$ cat config.mk
export PLATFORM = sky130hd
export DESIGN_NAME = alu_issue_queue
export DESIGN_NICKNAME = d
export VERILOG_FILES = /design/src/rtl/alu_issue_queue.sv
export SDC_FILE = /design/constraint.sdc
export NUM_CORES = 1
export LEC_CHECK = 0
export CAP_MARGIN = 40
export CORE_ASPECT_RATIO = 1.2
export CORE_MARGIN = 1.5
export CORE_UTILIZATION = 42
export CTS_BUF_LIST = sky130_fd_sc_hd__clkbuf_16
export DETAILED_ROUTE_END_ITERATION = 10
export DONT_BUFFER_PORTS = 1
export GPL_ROUTABILITY_DRIVEN = 0
export PLACE_DENSITY = 0.53
export SKIP_CTS_REPAIR_TIMING = 1
export SLEW_MARGIN = 20
export SYNTH_ARGS = -nofsm -noshare
export SYNTH_HDL_FRONTEND = slang
export SYNTH_SLANG_ARGS = --single-unit
$ cat constraint.sdc
create_clock -name CLK -period 5.9 [get_ports CLK]
set_clock_uncertainty 0.15 [all_clocks]
set_input_delay 0.59 -clock CLK [delete_from_list [all_inputs] [get_ports CLK]]
set_output_delay 0.59 -clock CLK [all_outputs]
set_load 0.01 [all_outputs]
$ cat src/rtl/alu_issue_queue.sv
// ALU issue queue: buffers decoded ALU instructions in a FIFO and issues them
// to the ALU as single-cycle ACT pulses while the ALU is ready. The number of
// instructions in flight (issued, result not yet returned) is capped.
module alu_issue_queue #(
    parameter int pDataWidth      = 8,
    parameter int pFifoDepth      = 8,
    parameter int pMaxOutstanding = 4
) (
    input  logic                          CLK,
    input  logic                          RESET,
    input  logic                          IN_VLD,
    output logic                          IN_RDY,
    input  logic [3:0]                    IN_OP,
    input  logic [1:0]                    IN_MOVI,
    input  logic [pDataWidth-1:0]         IN_REG_A,
    input  logic [pDataWidth-1:0]         IN_REG_B,
    input  logic [pDataWidth-1:0]         IN_IMM,
    input  logic [pDataWidth-1:0]         IN_MEM,
    output logic                          ACT,
    input  logic                          ALU_RDY,
    output logic [3:0]                    OP,
    output logic [1:0]                    MOVI,
    output logic [pDataWidth-1:0]         REG_A,
    output logic [pDataWidth-1:0]         REG_B,
    output logic [pDataWidth-1:0]         IMM,
    output logic [pDataWidth-1:0]         MEM,
    input  logic                          EX_ALU_VLD,
    output logic [$clog2(pFifoDepth):0]   FIFO_CNT,
    output logic [3:0]                    OUTSTANDING,
    output logic                          ERR
);

    localparam int PW = $clog2(pFifoDepth);
    localparam int CW = PW + 1;

    typedef struct packed {
        logic [3:0]            op;
        logic [1:0]            movi;
        logic [pDataWidth-1:0] regA;
        logic [pDataWidth-1:0] regB;
        logic [pDataWidth-1:0] imm;
        logic [pDataWidth-1:0] mem;
    } entry_t;

    entry_t          fifo_q [pFifoDepth];
    entry_t          issued_q;
    logic [PW-1:0]   wrPtr_q, rdPtr_q;
    logic [CW-1:0]   cnt_q, cnt_d;
    logic [3:0]      outst_q, outst_d;
    logic            err_q, err_d;
    logic            act_q;
    logic            push, issue;
    entry_t          inEntry;

    assign inEntry = '{op: IN_OP, movi: IN_MOVI, regA: IN_REG_A,
                       regB: IN_REG_B, imm: IN_IMM, mem: IN_MEM};

    // Ready comes from the registered count, forced low while reset is held.
    assign IN_RDY = !RESET && (cnt_q < CW'(pFifoDepth));
    assign push   = IN_VLD && IN_RDY;
    assign issue  = (cnt_q != '0) && ALU_RDY && (outst_q < 4'(pMaxOutstanding));

    // Next-state for occupancy, in-flight count and the sticky error flag.
    always_comb begin
        cnt_d   = cnt_q;
        outst_d = outst_q;
        err_d   = err_q;
        if (push && !issue) begin
            cnt_d = cnt_q + CW'(1);
        end else if (issue && !push) begin
            cnt_d = cnt_q - CW'(1);
        end
        if (issue && !EX_ALU_VLD) begin
            outst_d = outst_q + 4'd1;
        end else if (EX_ALU_VLD && !issue) begin
            if (outst_q != 4'd0) begin
                outst_d = outst_q - 4'd1;
            end else begin
                err_d = 1'b1;
            end
        end
    end

    // FIFO storage; no reset needed since pointers and count define validity.
    always_ff @(posedge CLK) begin
        if (push) begin
            fifo_q[wrPtr_q] <= inEntry;
        end
    end

    // Pointers, counters, and the issue register that drives the ALU.
    always_ff @(posedge CLK) begin
        if (RESET) begin
            wrPtr_q  <= '0;
            rdPtr_q  <= '0;
            cnt_q    <= '0;
            outst_q  <= '0;
            err_q    <= 1'b0;
            act_q    <= 1'b0;
            issued_q <= '0;
        end else begin
            cnt_q   <= cnt_d;
            outst_q <= outst_d;
            err_q   <= err_d;
            act_q   <= issue;
            if (push) begin
                wrPtr_q <= wrPtr_q + PW'(1);
            end
            if (issue) begin
                rdPtr_q  <= rdPtr_q + PW'(1);
                issued_q <= fifo_q[rdPtr_q];
            end
        end
    end

    assign ACT         = act_q;
    assign OP          = issued_q.op;
    assign MOVI        = issued_q.movi;
    assign REG_A       = issued_q.regA;
    assign REG_B       = issued_q.regB;
    assign IMM         = issued_q.imm;
    assign MEM         = issued_q.mem;
    assign FIFO_CNT    = cnt_q;
    assign OUTSTANDING = outst_q;
    assign ERR         = err_q;

endmodule

**Word level (Yosys, flattened, before mapping)**

Memory sizes are Yosys's and may differ from the RTL's. A register that Yosys moved wholly into a read port is not among the register bits.
Cells that the tools add are included.
W data, S select, Z words.

- Bits in writable memories: 304
- Memories: 1
- Register bits after elaboration: 16
- Input bits: 43

Memories:

| memory | words | width | read ports | clocked after memory_dff | wr ports | line | text |
|---|---|---|---|---|---|---|---|
| fifo_q | 8 | 38 | 1 | 1 | 1 | 45 | `entry_t fifo_q [pFifoDepth];` |

- Reduce and logical (&&, ||, !) cells: 19
- Bitwise operators: 2
- Add/subtract/negate cells: 6
- Order comparisons: 2
- Muxes and demuxes: 7

Operator list:

| kind | count |
|---|---|
| $mux W4 | 5 |
| $add A4 B1 Y4 const B | 2 |
| $logic_and A1 B1 Y1 | 8 |
| $reduce_bool A4 Y1 | 2 |
| $sub A4 B1 Y4 const B | 2 |
| $add A3 B1 Y3 const B | 2 |
| $reduce_bool A2 Y1 | 3 |
| $logic_not A1 Y1 | 4 |
| $lt A4 B3 Y1 const B | 1 |
| $lt A4 B4 Y1 const B | 1 |
| $reduce_and A3 Y1 | 1 |
| $mux W1 | 2 |
| $not A1 Y1 | 2 |
| $reduce_and A2 Y1 | 1 |

**Longest topological paths before layout**

- Word-level depth: 7
- Depth in mapped cells: 11

**Worst setup path after synthesis**

Ideal clock, no wire load.

- Path type: in2reg
- Start point: input IN_VLD
- End point: memory fifo_q[0][0] in the netlist's numbering (enable)
- Setup slack: 1.385 ns
- Arrival time: 3.884 ns
- Cell stages on the path: 3
- Path through: nor3b_1 -> nand2b_1 -> nor3_1

- Cells in the longest elaborated chain, start to end: 3

Ends and longest elaborated chain:

| what | line | text |
|---|---|---|
| start, declared | 11 | `input logic IN_VLD,` |
| $logic_and A1 B1 Y1 | 60 | `assign push = IN_VLD && IN_RDY;` |
| $mux W1 | 86 | `if (push) begin` |
| $mux W1 (not written as such) | 87 | `fifo_q[wrPtr_q] <= inEntry;` |
| end, declared | 45 |  |

No other way between the ends.

**Worst setup path after layout**

- Start point: register outst_q[3], in the netlist OUTSTANDING[3]
- End point: register outst_q[3], in the netlist OUTSTANDING[3]

- Cells in the longest elaborated chain, start to end: 6

Ends and longest elaborated chain:

| what | line | text |
|---|---|---|
| start, declared | 49 | `logic [3:0] outst_q, outst_d;` |
| start signal, assigned | 103 | `outst_q <= outst_d;` |
| $lt A4 B3 Y1 | 61 | `assign issue = (cnt_q != '0) && ALU_RDY && (outst_q < 4'(pMaxOutstanding));` |
| $logic_and A1 B1 Y1 | 61 |  |
| $logic_not A1 Y1 | 75 | `end else if (EX_ALU_VLD && !issue) begin` |
| $logic_and A1 B1 Y1 | 75 |  |
| $reduce_bool A2 Y1 (no source line) | n/a |  |
| $reduce_and A2 Y1 (no source line) | n/a |  |

Several ways; a longest one is shown, not always the timed one. The select of a mux whose other input is x is not followed.
A chain may end at the register's enable or synchronous reset.

==> results.md <==
* Predominant post-synthesis flop cell: edfxtp_1
* Final Hold Slack at 0.00871 ns
* Commonest cells after routing, fill and taps aside: 304 x edfxtp_1, 76 x mux4_2, 52 x dfxtp_1, 52 x nor2_1, 38 x o22ai_1
* CP required at 6.17 ns
* Largest family of logic cells by synthesized area: multiplexers
* Switching Fraction at 26.2%
* Via density at 5.59
* Setup Crit Path Kind: register to register
* Crit-path max FO at 18
* Post-Route WL at 27.9 mm
* Crit path cell chain: nor3b_2 -> nand2_1 -> inv_2 -> ha_1 -> inv_1 -> ha_1 -> nand3_1 -> a2111oi_0 -> o21ai_0 -> o2111ai_1
* Endpoints failing setup at 0
* Final min period at 3.27 ns
* Commonest non-fill, non-tap cell in the layout: edfxtp_1
* Data arrival, critical path at 3.54 ns
* Element type at the critical path end: register
* Final setup margin at 2.63 ns
* Flop and latch count out of synthesis at 358
* Starting Density at 42.7%
* Post-Synth Adder-Cell Area at 1.14%
* Total track usage at 16.6%
* Clk pwr share at 34.9%
* Die Wd at 166 µm
* Final hold vios at 0
* Synth top area cells: edfxtp_1 68%, mux4_2 13%, dfxtp_1 8.1%
* Internal power at 4.77 mW
* Gate power share at 16.3%
* Grt ovf at 0
* Maxcap violations at 0
* RSZ-0062 raised after global routing: no
* Antenna viol nets, final at 0
* Total number of yosys warnings at 0
* First-pass GRT wire length at 40.5 mm
* Slowest-stage cell, CP: a2111oi_0
* Hpwl dp at 14.2 mm
* TritonCTS clock tree: built
* Slew Viols, Final at 0
* Clock transition at path regs at 0.06 ns
* DRC at 0
* PortBufs at 0
* Cells after synthesis at 677
* Post-synthesis compound-gate area fraction at 2.46%
* Drt wl/cell at 24.3 µm
* F_max at 306 MHz
* Syn_nets at 731
* Synth unique cells at 36
* Max-slew headroom at 52.8%
* Share of Yosys cell area claimed by the top area cell type at 68.4%
* Pre-CTS WS at 2.58 ns
* Die area at 0.0329 mm²
* Die Ht at 198 µm
* CTS H-tree lvls at 2
* CTS Root Cell: clkbuf_16
* Final net count at 776
* Post-Synthesis Cell Area at 0.0133 mm²
* Io pins at 92
* Initial antenna violation count at 0
* Largest net degree at the start of global routing at 59
* CP dominant cell by count: ha_1
* Status: finished clean
* Initial DRT Pass Iterations at 4
* Final period util at 55.4%
* Fraction of layout instances using a drive strength above 1 at 22.2%
* CTS buffer count at 35
* DR vias at 6421
* Simple-Gate Fraction of Synth Area at 4.65%
* Xor and xnor fraction of the mapped netlist area at 0.394%
* # diodes at 0
* Worst hold path type: input pin to register
* Synth area leader: edfxtp_1
* Core ar. at 0.0313 mm²
* Sequential Power Share at 48.8%
* Register area share after synthesis at 76.5%
* Clock Tree Buf Depth at 3
* Peak VDD IR at 0.000446 V
* PwrDens at 421 mW/mm²
* Vias in the first global route at 6610
* Setup crit start kind: register
* P&R area growth vs syn at 14.9%
* Clock insertion delay at the later pin of the skew report at 0.52 ns
* Worst Tran Pin Value at 0.709 ns
* Synthesized area per cell at 19.7 µm²
* Row count at 71
* Setup TNS at 0 ns
* Mux cell area share after synthesis at 13.1%
* Initial DRC count at 492
* Post-Layout Cell Count at 1149
* EDFF count, synth at 304
* Sw power at 1.69 mW
* Crit-path max cell delay at 0.43 ns
* P_leak at 4.83 nW
* CTS sink count at 358
* Final core utilization at 49.0%
* Ys async rst share at 0%
* Cells after DPL at 1056
-- worst max-delay path, delay by kind of cell, from the launching register on --
| kind | cells | cell delay (ns) |
|---|---|---|
| buf+inv | 2 | 0.52 |
| flops | 1 | 0.40 |
| simple gates | 3 | 0.74 |
| fa+ha+maj | 2 | 0.63 |
| compound gates | 3 | 0.75 |
-- sequential cells by signal, summed over array words and instances, names as in the netlist --
name and flops:
MEM 8, rdPtr_q 3, IMM 8, ERR 1, OUTSTANDING 4, MOVI 2
wrPtr_q 3, REG_A 8, fifo_q 304, FIFO_CNT 4, ACT 1, OP 4
REG_B 8
-- cells in the mapped netlist, types with 2 or more instances --
library cell,instances
fa_1,2
edfxtp_1,304
clkbuf_1,16
nor3_2,5
a21oi_1,7
nand3_2,2
xnor2_1,4
buf_4,4
a211oi_1,2
nor3_1,37
o22ai_1,38
a31oi_1,2
nand3_1,3
dfxtp_1,54
ha_1,9
o21ai_0,2
xor2_1,2
buf_2,10
nor2_1,58
buf_6,7
inv_1,4
mux4_2,76
nand2b_1,6
nand2_1,10
mux2i_1,2
-- through the flow --
stage / cell area [µm²] / power (mW)
global placement: 13800 / 4.17
detailed placement: 13800 / 4.23
finish: 15300 / 6.46
CTS: 15000 / 6.49
global route: 15300 / 6.73
floorplan: 13300 / 3.97
-- final timing paths --
path,start,endpoint,slack (ns),cells past startpoint
setup / recovery,OUTSTANDING[3]$_SDFFE_PP0P_,OUTSTANDING[3]$_SDFFE_PP0P_,2.63,10
hold / removal,RESET,IMM[4]$_SDFFE_PP0P_,0.009,1
setup reg to reg,OUTSTANDING[3]$_SDFFE_PP0P_,OUTSTANDING[3]$_SDFFE_PP0P_,2.63,10
hold reg to reg,REG_A[3]$_SDFFE_PP0P_,REG_A[3]$_SDFFE_PP0P_,0.39,2
-- cell type report --
| class | count | area, µm² |
|---|---|---|
| inverter | 5 | 18.8 |
| clock inverter | 26 | 248 |
| fill | 2559 | 15900 |
| timing repair buffer | 45 | 468 |
| sequential | 358 | 10200 |
| multi-input combinational | 277 | 2950 |
| tap | 401 | 502 |
| clock buffer | 37 | 926 |
-- power by group through the flow --
stage	Clock (mW)	Combinational [mW]	Sequential (mW)
finish	2.25	1.06	3.15
global route	2.39	1.16	3.18
floorplan	0	0.855	3.12
detailed placement	0	1.02	3.22
CTS	2.31	1.02	3.16
global placement	0	0.934	3.24
-- layer usage --
| metal | part of all wire, % | vias to the layer above | wire length, µm | global-route usage (%) |
|---|---|---|---|---|
| met5 | 0 | - | 0 | 0 |
| met4 | 2.0 | 0 | 559 | 4.87 |
| met3 | 6.4 | 47 | 1780 | 4.68 |
| met2 | 52 | 166 | 14600 | 29.4 |
| met1 | 39 | 3383 | 11000 | 19.8 |
| li1 | - | 2825 | - | - |
-- kinds of logic (layout without fill, tap and decap cells) --
logic type | Yosys count | count (layout)
flip-flops | 358 | 358
AND/OR/NAND/NOR | 128 | 128
multiplexers | 79 | 79
AO/OA/AOI/OAI | 53 | 53
buffers and inverters | 42 | 113
adder cells (fa/ha/maj) | 11 | 11
XOR/XNOR | 6 | 6
No activity file was read; power rests on OpenSTA's default activity.
